`src/rtl/bus_arbiter.sv`:
```
// Two-master round-robin arbiter for a single shared slave bus.
// Owner signals pass through combinationally; a granted transfer that stalls too long is error-terminated.
module bus_arbiter #(
   parameter int unsigned TIMEOUT_CYCLES = 255,
   parameter logic [31:0] ERR_RDATA      = 32'hDEADBEEF
) (
   input  logic        clk,
   input  logic        nreset,
   input  logic        m0_valid,
   input  logic [31:0] m0_addr,
   input  logic [31:0] m0_wdata,
   input  logic [3:0]  m0_wstrb,
   output logic        m0_ready,
   output logic [31:0] m0_rdata,
   input  logic        m1_valid,
   input  logic [31:0] m1_addr,
   input  logic [31:0] m1_wdata,
   input  logic [3:0]  m1_wstrb,
   output logic        m1_ready,
   output logic [31:0] m1_rdata,
   output logic        mem_valid,
   output logic [31:0] mem_addr,
   output logic [31:0] mem_wdata,
   output logic [3:0]  mem_wstrb,
   input  logic        mem_ready,
   input  logic [31:0] mem_rdata,
   output logic [1:0]  grant,
   output logic        err,
   input  logic        err_clr
);

   localparam int CW = (TIMEOUT_CYCLES > 0) ? $clog2(TIMEOUT_CYCLES + 1) : 1;

   typedef enum logic [1:0] {IDLE = 2'b00, GNT0 = 2'b01, GNT1 = 2'b10} state_t;

   state_t        state;
   logic          last_owner;
   logic [CW-1:0] cnt;

   logic        granted, owner_m1, own_valid, tmo_hit, own_ready;
   logic [31:0] own_rdata;

   always_comb begin
      granted   = (state != IDLE);
      owner_m1  = (state == GNT1);
      own_valid = granted & (owner_m1 ? m1_valid : m0_valid);
      // A slave answering on the limit cycle wins over the timeout.
      tmo_hit   = (TIMEOUT_CYCLES != 0) && own_valid &&
                  (cnt == CW'(TIMEOUT_CYCLES)) && !mem_ready;
      mem_valid = own_valid & ~tmo_hit;
      mem_addr  = owner_m1 ? m1_addr  : m0_addr;
      mem_wdata = owner_m1 ? m1_wdata : m0_wdata;
      mem_wstrb = owner_m1 ? m1_wstrb : m0_wstrb;
      own_ready = (mem_ready & mem_valid) | tmo_hit;
      own_rdata = tmo_hit ? ERR_RDATA : mem_rdata;
      m0_ready  = (state == GNT0) & own_ready;
      m1_ready  = (state == GNT1) & own_ready;
      m0_rdata  = (state == GNT0) ? own_rdata : 32'h0;
      m1_rdata  = (state == GNT1) ? own_rdata : 32'h0;
   end

   always_ff @(posedge clk or negedge nreset) begin
      if (!nreset) begin
         state      <= IDLE;
         grant      <= 2'b00;
         last_owner <= 1'b1;
         cnt        <= '0;
         err        <= 1'b0;
      end else begin
         if (tmo_hit)      err <= 1'b1;
         else if (err_clr) err <= 1'b0;

         case (state)
            IDLE: begin
               cnt <= '0;
               if (m0_valid && (!m1_valid || last_owner)) begin
                  state <= GNT0;
                  grant <= 2'b01;
               end else if (m1_valid) begin
                  state <= GNT1;
                  grant <= 2'b10;
               end
            end
            GNT0, GNT1: begin
               if (!own_valid) begin
                  // Owner withdrew mid-transfer: drop it without touching fairness.
                  state <= IDLE;
                  grant <= 2'b00;
                  cnt   <= '0;
               end else if (own_ready) begin
                  state      <= IDLE;
                  grant      <= 2'b00;
                  last_owner <= owner_m1;
                  cnt        <= '0;
               end else if (!mem_ready && cnt != '1) begin
                  cnt <= cnt + 1'b1;
               end
            end
            default: begin
               state <= IDLE;
               grant <= 2'b00;
               cnt   <= '0;
            end
         endcase
      end
   end

endmodule
```
`config.mk`:
```
export PLATFORM = sky130hd
export DESIGN_NAME = bus_arbiter
export DESIGN_NICKNAME = d
export VERILOG_FILES = /design/src/rtl/bus_arbiter.sv
export SDC_FILE = /design/constraint.sdc
export NUM_CORES = 1
export LEC_CHECK = 0
export CAP_MARGIN = 20
export CORE_AREA = 8 8 115 117
export DETAILED_ROUTE_END_ITERATION = 8
export DIE_AREA = 0 0 123 125
export GPL_TIMING_DRIVEN = 0
export PLACE_DENSITY_LB_ADDON = 0.15
export SYNTH_ARGS = -nofsm -noshare
export SYNTH_HDL_FRONTEND = slang
export SYNTH_SLANG_ARGS = --single-unit
```
`constraint.sdc`:
```
create_clock -name clk -period 2 [get_ports clk]
set_input_delay 0.2 -clock clk [delete_from_list [all_inputs] [get_ports clk]]
set_output_delay 0.2 -clock clk [all_outputs]
set_load 0.01 [all_outputs]
```
==> results of run 1 <==
per-stage QoR:
stage          cells  utilization, %
2_1_floorplan    219               -
3_3_place_gp     677            45.4
3_5_place_dp     677            45.4
4_1_cts          698            48.4
5_1_grt          700            48.9
6_report         700            48.9
cell families after synthesis:
| kind of cell | after synthesis | share of synthesized area [%] |
|---|---|---|
| multiplexers | 70 | 39.9 |
| AND/OR/NAND/NOR | 43 | 12.8 |
| AO/OA/AOI/OAI | 59 | 21.7 |
| XOR/XNOR | 5 | 2.22 |
| adder cells (fa/ha/maj) | 4 | 2.54 |
| buffers and inverters | 26 | 5.52 |
| flip-flops | 12 | 15.3 |
metal layers:
metal	vias to the layer above	wire, um	GRT usage [%]
met1	1404	4560	15.9
met5	-	0	0
met3	10	1860	8.24
met4	0	201	3.26
met2	183	7500	33.0
li1	1473	-	-
layout make-up:
cell class                 instances  share of cell area (%)
inverter                           4                   0.265
buffer                            21                    4.12
tap                              147                    3.24
timing repair buffer             331                    56.4
multi-input combinational        181                    29.3
sequential                        12                    5.31
clock buffer                       4                    1.39
placed cells by master (no fill, tap or decap), drive strengths merged:
cell	instances
a21oi	2
a22o	1
a2bb2oi	1
and2	3
and3	19
buf	87
clkbuf	19
clkdlybuf4s15	9
clkdlybuf4s50	230
dfrtp	11
dfstp	1
dlygate4sd2	8
dlymetal6s2s	3
ha	4
inv	4
mux2	69
mux2i	1
nand2	1
nand2b	1
nand3	2
nand4	1
nor2	10
nor3	1
o211ai	1
o21a	49
o21ai	5
or2	2
or3	2
or4b	1
xnor2	3
xor2	2
critical path, stage by stage, from the launching register on:
cell and delay [ns]:
dfrtp_1 0.42, ha_4 0.19, mux2i_2 0.16, or2_4 0.26, or3_4 0.35, buf_6 0.14, buf_6 0.12, and3_1 0.16
buf_2 0.14
worst paths after layout:
check / start / slack [ns] / cells past startpoint / endpoint
min in group clk: cnt[0] / 0.49 / 1 / cnt[0]
setup reg to reg: state[1] / 0.14 / 5 / cnt[7]
max in group asynchronous: nreset / 1.32 / 1 / last_owner
hold / removal: nreset / 0.31 / 1 / cnt[7]
setup / recovery: state[1] / -0.37 / 8 / m1_rdata[22]
hold reg to reg: cnt[0] / 0.49 / 1 / cnt[0]
timing repair:
action	CTS	global route
gates resized for setup	367	24
setup endpoints to repair	136	138
setup buffers	13	2
pin swaps	8	5
cloned	4	1
registers in the layout (all words and copies together) (netlist names):
register / flops
err: 1
last_owner: 1
state: 2
cnt: 8
power breakdown:
part / internal [uW] / switching [uW]
Sequential: 282 / 26.7
Combinational: 2210 / 1560
Clock: 268 / 99.8
Total: 2760 / 1680
==> impl_results.md, run 1 <==
- Pwr Total: between 4000 and 5000 uW
- Pwr per Cell Area: between 700 and 800 nW/um2
- Core area: roughly 12,000 um2
- # rows: 40
- Leak: approximately 0.0024 uW
- RSZ-0062 raised after global routing: true
- Commonest cells in the netlist: mux2_2, o21a_1, and3_1
- Antenna Cells: 0
- Min Clock Period, post-route: 2.37 ns
- Io pins: between 300 and 400
- Mean post-synth cell area: 9.00 um2
- H-tree levels: 1
- Slew headroom: around 65%
- VDD IR max: roughly 0.42 mV
- DR pass1 iterations: 4
- Die height: between 100 and 150 um
- Final worst slack: -0.369 ns
- #FFs+latches synth: 12
- Fin crit share: 118%
- GPL Wtd Cong: 0.800
- I/O Buffers: approximately 310
- Final Hold Fails: 0
- Post-DR wirelength/cell: between 20 and 25 um
- Vias in the first global route: around 3,300
- Number of remaining DRC errors: 0
- Failing checks: negative setup slack
- CTS tree: yes
- Syn nets: 397
- Max-cap violations: 0
- DIE AREA: 15,400 um2
- Starting DRC count in detailed routing: 42
- Design area: 5680 um2
- Area leader, netlist: mux2_2
- Fin nets: 732
- Fin Hold WS: ~0.31 ns
- Primary FF master, synth: dfrtp_1
- Die Span X: between 100 and 150 um
- DR vias: roughly 3,000
- Gr usage total: ~17%
- Clk buf depth: 2
- Sequential area share after synthesis: between 10% and 20%
- Worst-path clk slew: approximately 0.040 ns
- Worst Setup Start Kind: register
- Layout area overhead: 188%
- Post-DP Area: 5270 um2
- CTS buffer count: 3
- Setup Viol. Count Final: around 120
- Slew @ Worst Pin: roughly 0.53 ns
- F_max: ~0.42 GHz
- Req. time, crit path: ~1.8 ns
- DP Worst Slack: -1.10 ns
- Reg area: ~300 um2
- Worst hold-check path type: in2async
- Initial Utilization: between 10% and 20%
- First-pass GRT wire length: 20.2 mm
- Share of layout cells above drive strength 1: 35.4%
- Synth area leaders: mux2_2, o21a_1, dfrtp_1
- CP Data Arrival Time: 2.17 ns
- EDFF count, synth: 0
- CTS Hold Bufs: 0
- Post-detailed-routing wire length: roughly 14 mm
- Synth top area share: around two fifths
- Synth async-reset ratio: between 90% and 100%
- Setup_tns: -32.60 ns
- GRT overflow: 0
- Count leader, synth: mux2_2
- Mapped Cells: roughly 220
- CP max FO: 5
- Vias per inst: around 4.4
- Fillers: between 1,000 and 1,500
- Clk Latency, worst-skew pair: roughly 0.24 ns
- Area of the mapped netlist: just under 2000 um2
- Status: finished, violations left
- HPWL after detailed placement: 12.3 mm
- Layout Skew: 0.00147 ns
- Multi-input logic area: between 1500 and 2000 um2
- Worst Setup Path Type: reg2out
- Antenna violations before repair: 0
- Synth unique cells: 30
- Antenna viol nets, final: 0
- Sink Count: 12
- Synth warn: 0
- Max-slew violations: 0
- Root Driver: clkbuf_16
- Crit end category: output pin
- Largest net degree at the start of global routing: 13
No activity file was read; power rests on OpenSTA's default activity.
==> run 2: changes to the inputs <==
--- a/config.mk
+++ b/config.mk
@@ -6,11 +6,12 @@
 export NUM_CORES = 1
 export LEC_CHECK = 0
 export CAP_MARGIN = 20
-export CORE_AREA = 8 8 115 117
+export CORE_AREA = 8 8 114 116
 export DETAILED_ROUTE_END_ITERATION = 8
-export DIE_AREA = 0 0 123 125
+export DIE_AREA = 0 0 122 124
 export GPL_TIMING_DRIVEN = 0
 export PLACE_DENSITY_LB_ADDON = 0.15
+export SLEW_MARGIN = 20
 export SYNTH_ARGS = -nofsm -noshare
 export SYNTH_HDL_FRONTEND = slang
 export SYNTH_SLANG_ARGS = --single-unit
==> constraint.sdc (replaced) <==
create_clock -name clk -period 2.4 [get_ports clk]
set_input_delay 0.24 -clock clk [delete_from_list [all_inputs] [get_ports clk]]
set_output_delay 0.24 -clock clk [all_outputs]
set_load 0.01 [all_outputs]
==> run 2 against run 1 <==
  * The flow still finishes with violations (negative setup slack)
  * Cell area decreased by 4.7%
  * Setup slack gained 0.34 ns
  * Clock skew rose by 0.0021 ns
  * Non-clock buffer count shrank 12
  * Critical path type unchanged
  * Critical endpoint is now m1_rdata[17]
  * Largest cell class unchanged
==> impl_results.md, run 2 (synthesized netlist as in run 1, its figures left out) <==
- DR vias: ~3,000
- Worst-path clk slew: ~0.04 ns
- Commonest non-fill, non-tap cell in the layout: clkdlybuf4s50_1
- Root Driver: clkbuf_16
- Worst Setup Path Type: reg2out
- Largest net degree at the start of global routing: 13
- Share of layout cells above drive strength 1: 28.7%
- First-pass GRT wire length: about 19 mm
- Clk buf depth: 2
- Final worst slack: -0.0256 ns
- RR Startpoint: state[1]
- Die Span X: between 100 and 150 um
- Clk Latency, worst-skew pair: ~0.24 ns
- Layout area overhead: 175%
- DR pass1 iterations: 4
- Most frequent cells in the layout: clkdlybuf4s50_1, mux2_2, o21a_1
- Gr usage total: between 10% and 20%
- Critical-path cell list: ha_4, mux2i_2, or2_4, or3_4, buf_6, buf_6, and3_1, buf_2
- Antenna Cells: 0
- Worst Setup Start Kind: register
- Vias in the first global route: about 3,300
- I/O Buffers: 311
- CP max FO: 10
- RSZ-0062 raised after global routing: true
- Post-detailed-routing wire length: approximately 14 mm
- Fin nets: about 700
- Worst hold-check path type: in2async
- Vias per inst: 4.37
- Sink Count: 12
- GRT overflow: 0
- Slew @ Worst Pin: 0.530 ns
- F_max: just over 0.4 GHz
- Antenna viol nets, final: 0
- CP dominant cell by count: buf_6
- Largest regs: cnt (8), state (2)
- Pwr Total: about 3600 uW
- Io pins: 312
- HPWL after detailed placement: 11.9 mm
- # rows: 39
- CTS tree: yes
- Leak: between 0.002 and 0.003 uW
- VDD IR max: ~0.33 mV
- Failing checks: negative setup slack
- H-tree levels: 1
- DIE AREA: 15,100 um2
- Antenna violations before repair: 1
- Min Clock Period, post-route: approximately 2.4 ns
- Setup Viol. Count Final: 10
- CP peak stage delay: just over 0.4 ns
- Die height: 124 um
- Starting DRC count in detailed routing: 54
- Max-cap violations: 0
- Post-DR wirelength/cell: between 15 and 20 um
- CTS buffer count: 3
- CP Data Arrival Time: 2.19 ns
- Core area: ~11,000 um2
- Initial Utilization: 17.6%
- GPL Wtd Cong: roughly 0.8
- Max reg flops: 8
- Layout Skew: 0.00359 ns
- Crit end category: output pin
- Pwr per Cell Area: approximately 660 nW/um2
- Fin crit share: 101%
- Final Hold Fails: 0
- Max-slew violations: 0
- Largest register by flop count: cnt
- Slew headroom: between 60 and 70%
- Number of remaining DRC errors: 0
- DP Worst Slack: -0.880 ns
- Req. time, crit path: 2.16 ns
- Slowest cell on crit path: dfrtp_1
- Critical path origin: state[1]
- Status: finished, violations left
-- run 2: changes by cell type in the layout (fill, tap and decap cells not counted), sizes merged --
cell / delta
dlygate4sd2: -7
clkdlybuf4s50: +11
clkdlybuf4s15: -8
dlymetal6s2s: +21
buf: -55
clkbuf: +26
-- run 2: power by group --
part           total [uW]  switching [uW]  leakage, uW  internal [uW]
sequential            256            19.5     0.000161            236
clock                 314            90.1    0.0000382            224
combinational        3010            1260      0.00237           1760
total                3580            1370      0.00257           2220
-- run 2: worst paths after layout --
| check | endpoint | cells after the start | slack, ns |
|---|---|---|---|
| setup / recovery | m1_rdata[17] | 8 | -0.03 |
| hold / removal | cnt[5] | 1 | 0.35 |
| setup reg to reg | cnt[5] | 6 | 0.52 |
| hold reg to reg | cnt[0] | 2 | 0.53 |
| max in group asynchronous | state[0] | 1 | 1.67 |
| min in group clk | cnt[0] | 2 | 0.53 |
-- run 2: timing repair --
item | CTS | global route
gates resized for setup | 127 | 104
pin swaps | 2 | 0
endpoints found under the setup margin | 135 | 114
endpoints found under the hold margin | 0 | 0
hold buffers | 0 | 0
setup buffers | 6 | 3
-- run 2: stage by stage --
stage / utilization, % / TNS (ns) / cells / hold WS, ns / instance area, um2
2_1_floorplan: - / 0 / 219 / -0.0556 / 1970
3_3_place_gp: 47.1 / -59.37 / 673 / 0.441 / 5260
3_5_place_dp: 47.1 / -62.45 / 673 / 0.449 / 5260
4_1_cts: 49.3 / -7.89 / 682 / 0.364 / 5500
5_1_grt: 48.4 / -3.74 / 684 / 0.390 / 5410
6_report: 48.4 / -0.0825 / 684 / 0.346 / 5410
-- run 2: final cells by class --
| type | instances | area (um2) |
|---|---|---|
| buffer | 20 | 201 |
| tap | 143 | 179 |
| sequential | 12 | 303 |
| multi-input combinational | 181 | 1610 |
| timing repair buffer | 320 | 3030 |
| inverter | 4 | 15.0 |
| fill | 1083 | 5760 |
| clock buffer | 4 | 78.8 |
-- run 2: layer usage --
layer / GRT usage (%) / part of all wire, %
met3: 8.25 / 13
met1: 14.9 / 33
met4: 3.55 / 0.97
met2: 31.2 / 54
met5: 0 / 0.096
-- run 2: critical path: cells and delay by family (launching register included) --
family                     cells  cell delay, ns
muxes                          1            0.15
DFF                            1            0.41
and+or+nand+nor                3            0.77
adders and majority gates      1            0.19
buffers and inverters          3            0.41
==> run 3: changes to the inputs <==
--- a/config.mk
+++ b/config.mk
@@ -5,10 +5,12 @@
 export SDC_FILE = /design/constraint.sdc
 export NUM_CORES = 1
 export LEC_CHECK = 0
+export ABC_AREA = 1
+export ABC_CLOCK_PERIOD_IN_PS = 2400
 export CAP_MARGIN = 20
-export CORE_AREA = 8 8 114 116
+export CORE_AREA = 8 8 115 117
 export DETAILED_ROUTE_END_ITERATION = 8
-export DIE_AREA = 0 0 122 124
+export DIE_AREA = 0 0 123 125
 export GPL_TIMING_DRIVEN = 0
 export PLACE_DENSITY_LB_ADDON = 0.15
 export SLEW_MARGIN = 20
==> run 3 against run 2 <==
  * The flow now finishes without violations
  * Area after synthesis grew 7.2%
  * Clock skew grew 0.00063 ns
  * Total power grew 19%
  * Sequential power shrank 2%
  * Setup slack gained 0.13 ns
  * Via count grew 23%
  * First-iteration DRC count grew 87%
  * Critical endpoint is now mem_addr[0]
==> impl_results.md, run 3 <==
- Status: complete, no violations
- EDFF count, synth: 0
- Max reg flops: 8
- H-tree levels: 1
- Core area: 11,600 um2
- Share of layout cells above drive strength 1: between 10% and 20%
- DR vias: approximately 3,700
- Synth unique cells: 24
- CP peak stage delay: between 0.5 and 0.6 ns
- Commonest non-fill, non-tap cell in the layout: nand2_1
- Setup_tns: 0 ns
- Synth warn: 0
- Crit end category: output pin
- CTS tree: yes
- Antenna viol nets, final: 0
- CTS Hold Bufs: 0
- Die Span X: 123 um
- # rows: 40
- Fin Hold WS: 0.347 ns
- Setup Viol. Count Final: 0
- CP Data Arrival Time: between 2 and 2.5 ns
- Vias in the first global route: 3,696
- DP Worst Slack: -0.304 ns
- Fin nets: 911
- Family with the most delay on the worst path: buffers and inverters
- Layout area overhead: 158%
- Max-slew violations: 0
- CP dominant cell by count: nand2_1
- Largest net degree at the start of global routing: 20
- Leak: 0.00293 uW
- DR pass1 iterations: 4
- Area leader, netlist: nand2_1
- I/O Buffers: between 300 and 400
- GRT overflow: 0
- Layout Skew: ~0.0042 ns
- Fin crit share: between 90% and 100%
- Most frequent cells in the layout: nand2_1, clkdlybuf4s50_1, dlygate4sd2_1
- Pwr per Cell Area: approximately 780 nW/um2
- Worst-path clk slew: approximately 0.040 ns
- CP max FO: 10
- Count leader, synth: nand2_1
- Worst hold-check path type: in2async
- Starting DRC count in detailed routing: about 100
- Number of remaining DRC errors: 0
- Area of the mapped netlist: 2110 um2
- Critical-path cell list: ha_2, buf_6, inv_2, buf_8, clkbuf_8, nand2_1, nand2_1, clkdlybuf4s50_1
- Worst Setup Start Kind: register
- Mean post-synth cell area: ~5.1 um2
- Sequential area share after synthesis: around 14%
- Gr usage total: ~17%
- Slowest cell on crit path: clkdlybuf4s50_1
- Vias per inst: roughly 4.2
- Antenna Cells: 0
- Mapped Cells: about 420
- Root Driver: clkbuf_16
- HPWL after detailed placement: approximately 13 mm
- Largest register by flop count: cnt
- Min Clock Period, post-route: between 2 and 2.5 ns
- Pwr Total: around 4200 uW
- #FFs+latches synth: 12
- Io pins: roughly 310
- Final Hold Fails: 0
- Slew @ Worst Pin: around 0.54 ns
- Req. time, crit path: 2.16 ns
- Primary FF master, synth: dfrtp_1
- DIE AREA: between 15,000 and 20,000 um2
- Commonest cells in the netlist: nand2_1, inv_1, nor2_1
- Post-DR wirelength/cell: approximately 17 um
- Synth top area share: about two fifths
- Worst Setup Path Type: reg2out
- GPL Wtd Cong: between 0.8 and 0.9
- Max-cap violations: 0
- Synth async-reset ratio: 100%
- Synth area leaders: nand2_1, dfrtp_1, a21oi_2
- First-pass GRT wire length: approximately 21 mm
- Post-detailed-routing wire length: 14.6 mm
- Die height: around 130 um
- Initial Utilization: ~18%
- F_max: around 0.43 GHz
- Slew headroom: 64.1%
- Clk Latency, worst-skew pair: 0.24 ns
- Buf/Inv on CP: 5
- Final worst slack: approximately 0.10 ns
- Clk buf depth: 2
- CTS buffer count: 3
- Syn nets: ~600
- Sink Count: 12
- Fillers: around 1,200
- Largest regs: cnt (8), state (2)
- VDD IR max: between 0.4 and 0.5 mV
- Antenna violations before repair: 0
run 3: power by group:
part,internal [uW],total [uW],switching [uW]
logic,1740,3660,1920
registers,232,252,19.5
clock network,251,335,84.2
total,2220,4250,2030
run 3: logic make-up after synthesis:
logic type | Yosys count | synth area share (%)
xor gates and xnor gates | 3 | 1.24
buffers and inverters | 67 | 13.7
AOI/OAI and AO/OA | 53 | 17.8
DFF | 12 | 14.3
adders and majority gates | 4 | 2.37
and+or+nand+nor | 276 | 50.6
run 3: final timing paths:
check	startpoint	endpoint	slack, ns	cells past startpoint
hold / removal	nreset	cnt[1]	0.35	1
hold reg to reg	cnt[0]	cnt[0]	0.46	1
max in group asynchronous	nreset	last_owner	1.69	1
setup reg to reg	state[0]	state[0]	0.71	11
setup / recovery	state[1]	mem_addr[0]	0.1	8
min in group clk	cnt[0]	cnt[0]	0.46	1
run 3: through the flow:
| step | std cells | utilization, % | instance area [um2] |
|---|---|---|---|
| 2_1_floorplan | 415 | - | 2110 |
| 3_3_place_gp | 873 | 46.6 | 5410 |
| 3_5_place_dp | 873 | 46.6 | 5410 |
| 4_1_cts | 878 | 47.6 | 5530 |
| 5_1_grt | 879 | 46.9 | 5450 |
| 6_report | 879 | 46.9 | 5450 |
run 3: layout make-up:
type	instances	area [um2]	area share, %
tap	147	184	3.37
multi-input combinational	336	1540	28.3
sequential	12	302	5.53
timing repair buffer	314	2960	54.2
inverter	39	146	2.69
clock buffer	4	88.8	1.63
buffer	27	234	4.29
run 3: metal layers:
| layer | vias up | wire, um | GRT usage (%) | share of wire, % |
|---|---|---|---|---|
| li1 | 1883 | - | - | - |
| met1 | 1634 | 5410 | 17.5 | 37 |
| met2 | 139 | 7950 | 34.8 | 54 |
| met3 | 9 | 1170 | 3.96 | 8.0 |
| met4 | 0 | 108 | 2.06 | 0.74 |
| met5 | - | 0 | 0 | 0 |
run 3: worst reg2reg max path: stages, from the launching register on:
cell     delay (ns)
dfrtp_1        0.39
inv_2          0.06
ha_2           0.16
buf_6          0.13
inv_2          0.07
nand2_2        0.07
nand3_2        0.08
nor2_1         0.17
nand2_1        0.23
nand2_1        0.15
nand2_1        0.06
nand2_1        0.06
run 3: what timing repair did:
item	CTS	global route
gates cloned	1	0
resized for setup	135	99
setup buffers	1	1
endpoints found under the setup margin	133	116
==> RTL change, RTL diff (config.mk and constraints of run 3) <==
Set the parameter `TIMEOUT_CYCLES` to 510 (it was 255).
--- a/src/rtl/bus_arbiter.sv
+++ b/src/rtl/bus_arbiter.sv
@@ -3,3 +3,3 @@
 module bus_arbiter #(
-   parameter int unsigned TIMEOUT_CYCLES = 255,
+   parameter int unsigned TIMEOUT_CYCLES = 510,
    parameter logic [31:0] ERR_RDATA      = 32'hDEADBEEF
Check against the original RTL: no difference found for any inputs over 4 cycles, from zero or initial values and one cycle with nreset low; that may be too few to reach the edited logic, so the function may still have changed.
==> RTL change against run 3 <==
First-iteration DRC count increased by 77%. Register-to-register slack lost 0.32 ns. Global-route usage increased by 2.0 points. Sequential share of layout area up 0.36 points. Clock power is 5% lower. Worst setup slack worse by 0.035 ns. Sequential cell count grew 1. Routed wire length rose by 10%. Sequential power up 6%. Core utilization up 0.82 points. Power increased by 0.93%. Cell area is 1.7% higher. Area after synthesis grew 2.7%.
==> RTL change: results (changes against run 3) <==
Power and ir drop
The worst ir drop on vdd is 0.289 mV (-32%). The leakage power total was 0.00306 uW (+4.4%). The total net switching power is 2080 uW (+2.5%).

Setup path
The worst path arrival time was 2.10 ns (+0.04 ns). The longest individual stage delay on the worst path is 0.54 ns. The library cell contributing the largest single delay on the critical path is sky130_fd_sc_hd__clkdlybuf4s50_1. The largest fanout on the critical path is 10 (unchanged).

Layout
The proportion of layout cells with a drive suffix above 1 was 0.154 (+0.00691). The largest registers in the layout are cnt: 9 flops, state: 2 flops. The number of nets at the end of the flow was 945 (+3.7%). The number of antenna repair diodes is 0 (unchanged).

Place
The placed instance area is 5470 sq um (+1.1%). The count of buffers from port buffering is 311 (unchanged). The post-DP HPWL came to 13,900 um (+8.9%).

The final RePlAce weighted congestion is 0.839 (+4.5%).

Synth
The net count of the mapped netlist was 622 (+4.9%). Counting instances in the post-synthesis netlist gives the leading cell types as sky130_fd_sc_hd__nand2_1, sky130_fd_sc_hd__a21oi_1, sky130_fd_sc_hd__inv_1, sky130_fd_sc_hd__nor2_1, sky130_fd_sc_hd__clkbuf_1. The number of warnings printed during yosys synthesis is 0 (unchanged). The proportion of register bits with asynchronous set or reset after synthesis is 1.00 (unchanged). The sequential fraction of the synthesis area is 0.150 (+0.00774). The unique cell type count in the Yosys netlist is 19 (-21%). Yosys attributes the largest share of cell area to sky130_fd_sc_hd__nand2_1, sky130_fd_sc_hd__dfrtp_1, sky130_fd_sc_hd__a21oi_1. Among all flip-flop cells after synthesis, the most frequent one is sky130_fd_sc_hd__dfrtp_1.

Global route
The pin count of the biggest net entering global routing is 14 (-30%). The overall global routing resource usage is 0.192 (+0.0196). The number of antenna violations at the first check in global routing is 0 (unchanged). The via count of the first global-routing pass is 3,774 (+2.1%). The global-route wire length before repair was 22,900 um (+9.8%).

Clocking
The root buffer cell chosen for the clock tree is sky130_fd_sc_hd__clkbuf_16. The clock latency on the worst-skew pair is 0.24 ns (about the same). The maximum clock path buffer count came to 2 (unchanged). The CTS buffer count is 3 (unchanged).

The number of levels in the clock H-tree is 1 (unchanged). After clock tree synthesis, the clock-pin slew on the worst setup and hold paths is 0.05 ns.

Status
The run finished with clean final reports.

Detailed routing
The number of vias per cell is 4.29 (+2.9%). The number of DRC markers in iteration 0 was 179 (+77%). The first-pass iteration count of the detailed router is 4 (unchanged). The average wire length per cell after detail routing is 17.7 um (+6.3%).

STA
The worst clock skew is 0.00308 ns (-0.00114 ns). The relative slew slack is 0.604 (-0.0375).

Hold path
The worst hold path belongs to the class input pin to asynchronous set/reset pin.
-- RTL change: cell families (layout without fill, tap and decap cells) --
group,count (synthesis),count (layout),synth area share
xor gates and xnor gates,3,3,0.0121
DFF,13,13,0.150
and+or+nand+nor,284,284,0.517
AOI/OAI and AO/OA,53,53,0.122
buffers and inverters,83,405,0.164
adders and majority gates,6,6,0.0346
-- RTL change: timing repair --
item	in CTS	in global routing
hold buffers	0	0
resized for setup	228	111
pin swaps	1	4
setup buffers	5	2
setup endpoints to repair	135	110
-- RTL change: through the flow --
| stage | hold slack (ns) | setup WS, ns | cells |
|---|---|---|---|
| after global placement | 0.457 | -0.471 | 900 |
| after global routing | 0.425 | -0.00368 | 911 |
| after CTS | 0.404 | -0.00633 | 909 |
| after floorplan | -0.0556 | 0.390 | 442 |
| final | 0.374 | 0.0646 | 911 |
| after detailed placement | 0.468 | -0.486 | 900 |
-- RTL change: path summary, 6_finish.rpt --
kind / slack [ns] / start / to / depth (start not counted)
max in group asynchronous: 1.64 / nreset / state[1]$_DFFE_PN0P_ / 1
setup / recovery: 0.06 / state[1]$_DFFE_PN0P_ / mem_addr[0] / 8
min in group clk: 0.48 / last_owner$_DFFE_PN1P_ / last_owner$_DFFE_PN1P_ / 2
setup reg to reg: 0.39 / cnt[1]$_DFFE_PN0P_ / cnt[7]$_DFFE_PN0P_ / 11
hold reg to reg: 0.48 / last_owner$_DFFE_PN1P_ / last_owner$_DFFE_PN1P_ / 2
hold / removal: 0.37 / nreset / cnt[1]$_DFFE_PN0P_ / 1
-- RTL change: cell type report --
class | instances | area [sq um]
fill | 1196 | 6070
timing repair buffer | 318 | 2930
multi-input combinational | 346 | 1580
sequential | 13 | 327
buffer | 29 | 246
inverter | 54 | 205
tap | 147 | 184
clock buffer | 4 | 78.8
-- RTL change: critical path, delay by kind of cell, from the launching register on --
kind	cells	cell delay, ns
DFF	1	0.41
buffers and inverters	5	1.11
adders and majority gates	1	0.20
and+or+nand+nor	2	0.13
-- RTL change: layer usage --
layer,vias up,track usage,routed length (um)
met5,-,0,0
met4,0,0.0418,252
met3,19,0.0738,1650
met2,162,0.358,8300
met1,1742,0.194,5920
li1,1985,-,-
-- RTL change: power groups by stage --
stage          Sequential (uW)  Clock, uW  Combinational [uW]
2_1_floorplan              274          0                1540
4_1_cts                    265        326                3770
6_report                   266        317                3710
5_1_grt                    269        337                4030
3_3_place_gp               271          0                3830
3_5_place_dp               273          0                3850
